==> src/rtl/ap_fifo_to_xilly_rd.sv <==
// ap_fifo_to_xilly_rd: bridges an HLS ap_fifo output stream to a Xillybus
// read (FPGA-to-host) pipe through a small circular buffer.
// Optional frame/EOF support is compiled in with `define AP_XILLY_FRAME_EOF_EN;
// without it the frame_len port is absent and user_r_eof is tied low.
module ap_fifo_to_xilly_rd #(
   parameter int unsigned DATA_W     = 32,
   parameter int unsigned DEPTH_LOG2 = 2
) (
   input  logic              ap_clk,
   input  logic              ap_rst_n,
   input  logic [DATA_W-1:0] out_V_V_din,
   input  logic              out_V_V_write,
   output logic              out_V_V_full_n,
   input  logic              user_r_rden,
   output logic              user_r_empty,
   output logic [DATA_W-1:0] user_r_data,
   output logic              user_r_eof,
   input  logic              user_r_open,
`ifdef AP_XILLY_FRAME_EOF_EN
   input  logic [15:0]       frame_len,
`endif
   output logic              ovf_err,
   output logic              unf_err
);

   localparam int unsigned DEPTH = 1 << DEPTH_LOG2;
   localparam int unsigned PTR_W = DEPTH_LOG2;
   localparam int unsigned CNT_W = DEPTH_LOG2 + 1;

   logic [DATA_W-1:0] r_mem [DEPTH];
   logic [PTR_W-1:0]  r_wr_ptr;
   logic [PTR_W-1:0]  r_rd_ptr;
   logic [CNT_W-1:0]  r_count;
   logic [CNT_W-1:0]  w_count_next;
   logic [DATA_W-1:0] r_data;
   logic              r_ovf;
   logic              r_unf;
   logic              w_frame_done;
   logic              w_full_n;
   logic              w_empty;
   logic              w_wr;
   logic              w_rd;

   // Flow-control decode; reset term keeps full_n low while ap_rst_n is held
   assign w_full_n = ap_rst_n & user_r_open & (r_count < CNT_W'(DEPTH)) & ~w_frame_done;
   assign w_empty  = (r_count == '0);
   assign w_wr     = out_V_V_write & w_full_n;
   assign w_rd     = user_r_rden & ~w_empty & user_r_open;

   // Occupancy after this edge: simultaneous write and read cancel out
   always_comb begin
      w_count_next = r_count;
      case ({w_wr, w_rd})
         2'b10:   w_count_next = r_count + CNT_W'(1);
         2'b01:   w_count_next = r_count - CNT_W'(1);
         default: w_count_next = r_count;
      endcase
   end

   // Storage array; stale words are harmless because pointers define validity
   always_ff @(posedge ap_clk) begin
      if (w_wr) begin
         r_mem[r_wr_ptr] <= out_V_V_din;
      end
   end

   // Pointers, occupancy, registered read data and sticky error flags
   always_ff @(posedge ap_clk or negedge ap_rst_n) begin
      if (!ap_rst_n) begin
         r_wr_ptr <= '0;
         r_rd_ptr <= '0;
         r_count  <= '0;
         r_data   <= '0;
         r_ovf    <= 1'b0;
         r_unf    <= 1'b0;
      end else if (!user_r_open) begin
         r_wr_ptr <= '0;
         r_rd_ptr <= '0;
         r_count  <= '0;
         r_ovf    <= 1'b0;
         r_unf    <= 1'b0;
      end else begin
         if (w_wr) begin
            r_wr_ptr <= r_wr_ptr + PTR_W'(1);
         end
         if (w_rd) begin
            r_rd_ptr <= r_rd_ptr + PTR_W'(1);
            r_data   <= r_mem[r_rd_ptr];
         end
         r_count <= w_count_next;
         if (out_V_V_write && !w_full_n) begin
            r_ovf <= 1'b1;
         end
         if (user_r_rden && w_empty) begin
            r_unf <= 1'b1;
         end
      end
   end

`ifdef AP_XILLY_FRAME_EOF_EN
   logic [15:0] r_frame_len;
   logic [15:0] r_frame_cnt;
   logic        r_frame_done;
   logic        r_eof;

   // Frame tracking: length latched while closed, EOF once the frame drains
   always_ff @(posedge ap_clk or negedge ap_rst_n) begin
      if (!ap_rst_n) begin
         r_frame_len  <= '0;
         r_frame_cnt  <= '0;
         r_frame_done <= 1'b0;
         r_eof        <= 1'b0;
      end else if (!user_r_open) begin
         r_frame_len  <= frame_len;
         r_frame_cnt  <= '0;
         r_frame_done <= 1'b0;
         r_eof        <= 1'b0;
      end else begin
         if (w_wr) begin
            r_frame_cnt <= r_frame_cnt + 16'd1;
            if ((r_frame_len != 16'd0) && ((r_frame_cnt + 16'd1) == r_frame_len)) begin
               r_frame_done <= 1'b1;
            end
         end
         if (r_frame_done && (w_count_next == '0)) begin
            r_eof <= 1'b1;
         end
      end
   end

   assign w_frame_done = r_frame_done;
   assign user_r_eof   = r_eof;
`else
   assign w_frame_done = 1'b0;
   assign user_r_eof   = 1'b0;
`endif

   assign out_V_V_full_n = w_full_n;
   assign user_r_empty   = w_empty;
   assign user_r_data    = r_data;
   assign ovf_err        = r_ovf;
   assign unf_err        = r_unf;

endmodule

==> config.mk <==
export PLATFORM = sky130hd
export DESIGN_NAME = ap_fifo_to_xilly_rd
export DESIGN_NICKNAME = d
export VERILOG_FILES = /design/src/rtl/ap_fifo_to_xilly_rd.sv
export SDC_FILE = /design/constraint.sdc
export NUM_CORES = 1
export LEC_CHECK = 0
export CAP_MARGIN = 40
export CORE_MARGIN = 4
export CORE_UTILIZATION = 50
export DETAILED_ROUTE_END_ITERATION = 10
export PLACE_DENSITY = 0.75
export SLEW_MARGIN = 20
export SYNTH_ARGS = -nofsm -noshare
export SYNTH_HDL_FRONTEND = slang
export SYNTH_SLANG_ARGS = --single-unit
==> constraint.sdc <==
create_clock -name ap_clk -period 2.8 [get_ports ap_clk]
set_input_delay 0.56 -clock ap_clk [delete_from_list [all_inputs] [get_ports ap_clk]]
set_output_delay 0.56 -clock ap_clk [all_outputs]
set_load 0.02 [all_outputs]
==> results.json, run 1 <==
{
  "avgSynthCellArea_um2": 21.68,
  "r2r-end": "r_count[2]",
  "period_share_pct": 93.34,
  "finClkSkew_ns": 0.006716,
  "synthTopCellsByArea": "edfxtp_1, dfrtp_1, mux4_2, mux2_2, mux4_1",
  "vias_per_cell": 5.284,
  "critPathRequiredTime_ns": 2.24,
  "vias": 3012,
  "switching_share_pct": 24.01,
  "htreeDepth": 4,
  "crit_arrival_ns": 2.05,
  "clock_latency_ns": 0.42,
  "root_buffer": "clkbuf_16",
  "drive_above_1_share_pct": 26.13,
  "p_clk_share_pct": 33.7,
  "wl_per_cell_um": 19.64,
  "netlist_top_cells_count": "edfxtp_1, dfrtp_1, mux2_2",
  "synth_top_area_cell": "edfxtp_1",
  "post_cts_resized": 0,
  "crit_type": "input port to output port",
  "worstSetupStartpointType": "input port",
  "initial_core_util_pct": 51.02,
  "holdCritStartpoint": "ovf_err",
  "place_congestion": 0.7042,
  "endpoint_kind": "output port",
  "ctsLongestPathBuffers": 2,
  "fillers": 918,
  "syn-cell-area_um2": 6439,
  "grt_max_degree": 41,
  "worst_pin_slew_ns": 0.5783,
  "grt_pass1_wl_mm": 17.85,
  "syn2layout_area_growth_pct": 24.04,
  "hold_path.class": "flop to flop",
  "final_core_util_pct": 63.29,
  "fmax_mhz": 382.6,
  "worstHoldEndpoint": "ovf_err",
  "timing.reg2reg.setup_slack_ns": 0.85,
  "yosys_warnings": 0,
  "setup_tns_ns": 0,
  "drt_iter0_markers": 220,
  "antenna_found_initial": 0,
  "outcome": "completed",
  "final_cells": 570,
  "place_hpwl_mm": 6.682,
  "cts_buffers": 17,
  "hold_depth": 1,
  "die-area_um2": 14760,
  "dp.cells": 536,
  "cts.sinks": 169,
  "p_int_mw": 5.000,
  "gr-usage-all-layers_pct": 16.76,
  "yosysMostFrequentCell": "edfxtp_1",
  "drt_wl_total_mm": 11.19,
  "finalCriticalPeriod_ns": 2.614,
  "power_density_nw_per_um2": 823.9,
  "cts_tree": "yes",
  "num_rows": 41,
  "power.static_leakage_nw": 2.769,
  "slew_viol_final": 0,
  "drtAntennaViolNets": 0,
  "power_frac_seq_pct": 47.2,
  "reg2regPathDepth": 6,
  "ys_types": 33,
  "synth_edf_count": 128,
  "synth_nets": 339,
  "overflow": 0,
  "dr.pass1.iters": 4,
  "cp_max_fo": 4,
  "hold_viol": 0,
  "netSwitchingPower_mw": 1.580,
  "synth-async-reset-ratio_pct": 24.26,
  "syn_inst": 297,
  "max_slew_margin_pct": 61.45,
  "clkTransAtPathRegs_ns": 0.06,
  "grt_pass1_vias": 3226,
  "rsz0062_at_grt": "no",
  "ys_seq_area_share_pct": 75.63,
  "synth_top_cell_area_share_pct": 59.70,
  "ys.flop_type": "edfxtp_1",
  "ios": 74,
  "p_total_mw": 6.580,
  "num_antenna_cells": 0,
  "drc_errors": 0,
  "nets": 427,
  "core-area_um2": 12620,
  "drv_cap": 0,
  "die_h_um": 121.5,
  "setup_viol": 0,
  "portBuffers": 72,
  "synth_seq_cells": 169,
  "peakVddDrop_mv": 0.4604,
  "worstReg2RegStart": "r_count[2]",
  "comb_power_share_pct": 19.2,
  "die_x_um": 121.5
}
==> placed cells by master (no fill, tap or decap), types with 2 or more instances in the layout <==
| cell | n |
|---|---|
| bufinv_16 | 2 |
| clkbuf_1 | 3 |
| nand3_1 | 2 |
| clkdlybuf4s50_1 | 71 |
| o21ai_0 | 2 |
| a21oi_1 | 3 |
| edfxtp_1 | 128 |
| and2_1 | 5 |
| mux4_1 | 4 |
| xnor2_1 | 4 |
| and2_2 | 4 |
| inv_1 | 3 |
| clkbuf_16 | 17 |
| mux2_2 | 32 |
| buf_4 | 7 |
| nand2_1 | 2 |
| clkbuf_8 | 2 |
| ha_1 | 4 |
| nor2_1 | 3 |
| mux4_2 | 28 |
| dfrtp_2 | 2 |
| clkinv_1 | 5 |
| dfrtp_1 | 39 |
| nor2b_1 | 3 |
| buf_12 | 4 |
| nand2b_1 | 2 |
==> power by group through the flow <==
stage | clock network [mW] | registers, mW | logic, mW
final | 2.22 | 3.10 | 1.26
after global routing | 2.37 | 3.14 | 1.34
after CTS | 2.25 | 3.11 | 1.28
after detailed placement | 0 | 3.16 | 1.28
after global placement | 0 | 3.15 | 1.26
after floorplan | 0 | 3.42 | 0.354
==> cell families after synthesis <==
family	share of synthesized area (%)
buffers and inverters	2.118
XOR/XNOR	0.6801
adder cells (fa/ha/maj)	1.088
multiplexers	17.02
AO/OA/AOI/OAI	1.108
flip-flops	75.63
AND/OR/NAND/NOR	2.293
other	0.05824
==> worst max path at each step <==
stage                endpoint         from  slack, ns  cells after the start
5_1_grt        out_V_V_full_n     ap_rst_n       0.13                      4
3_3_place_gp       r_count[2]  user_r_open       0.36                      7
6_report       out_V_V_full_n     ap_rst_n       0.19                      4
4_1_cts        out_V_V_full_n     ap_rst_n       0.19                      4
2_1_floorplan     r_mem[0][0]  user_r_open       0.66                      3
3_5_place_dp       r_count[2]  user_r_open       0.33                      7
==> registers in the layout, summed over array words and instances, names as in the netlist <==
signal	cells
r_rd_ptr	2
unf_err	1
r_mem	128
r_count	3
user_r_data	32
r_wr_ptr	2
ovf_err	1
==> routing by layer <==
layer	track usage, %	vias to the layer above	share of wire, %	routed length (µm)
li1	-	1350	-	-
met4	8.053	0	2.2	244
met5	0	-	0	0
met3	4.382	20	3.7	410
met1	21.77	1571	45	4986
met2	26.49	71	50	5550
==> cell type report <==
class	count	area [µm²]	area share, %
Clock inverter	10	100.1	1.253
Clock buffer	22	464.2	5.812
Multi-Input combinational cell	109	1438	18.00
Timing Repair Buffer	85	885.9	11.09
Inverter	3	11.26	0.1410
Sequential cell	169	4872	61.01
Tap cell	172	215.2	2.695
==> worst max-delay path, stage by stage <==
cell	delay (ns)
dlygate4sd3_1	0.53
buf_2	0.17
and3b_1	0.19
clkdlybuf4s50_1	0.60
==> per-stage QoR <==
step	cell area (µm²)	hold slack (ns)	setup WS, ns
global placement	7385	0.3767	0.3631
CTS	7959	0.4775	0.1868
floorplan	6439	0.2644	0.6554
detailed placement	7385	0.3753	0.3312
finish	7986	0.4865	0.1865
global route	7986	0.5057	0.1301
==> repair_timing <==
action,in CTS,in global routing
endpoints found under the hold margin,1,0
hold buffers,1,0
buffers inserted,0,0
(Power assumes the default switching activity.)
==> run 2: changes to the inputs <==
Settings changed: CTS_CLUSTER_SIZE set to 20.
==> results of run 2 <==
No change in the layout: final DEF, timing and power equal those of run 1.
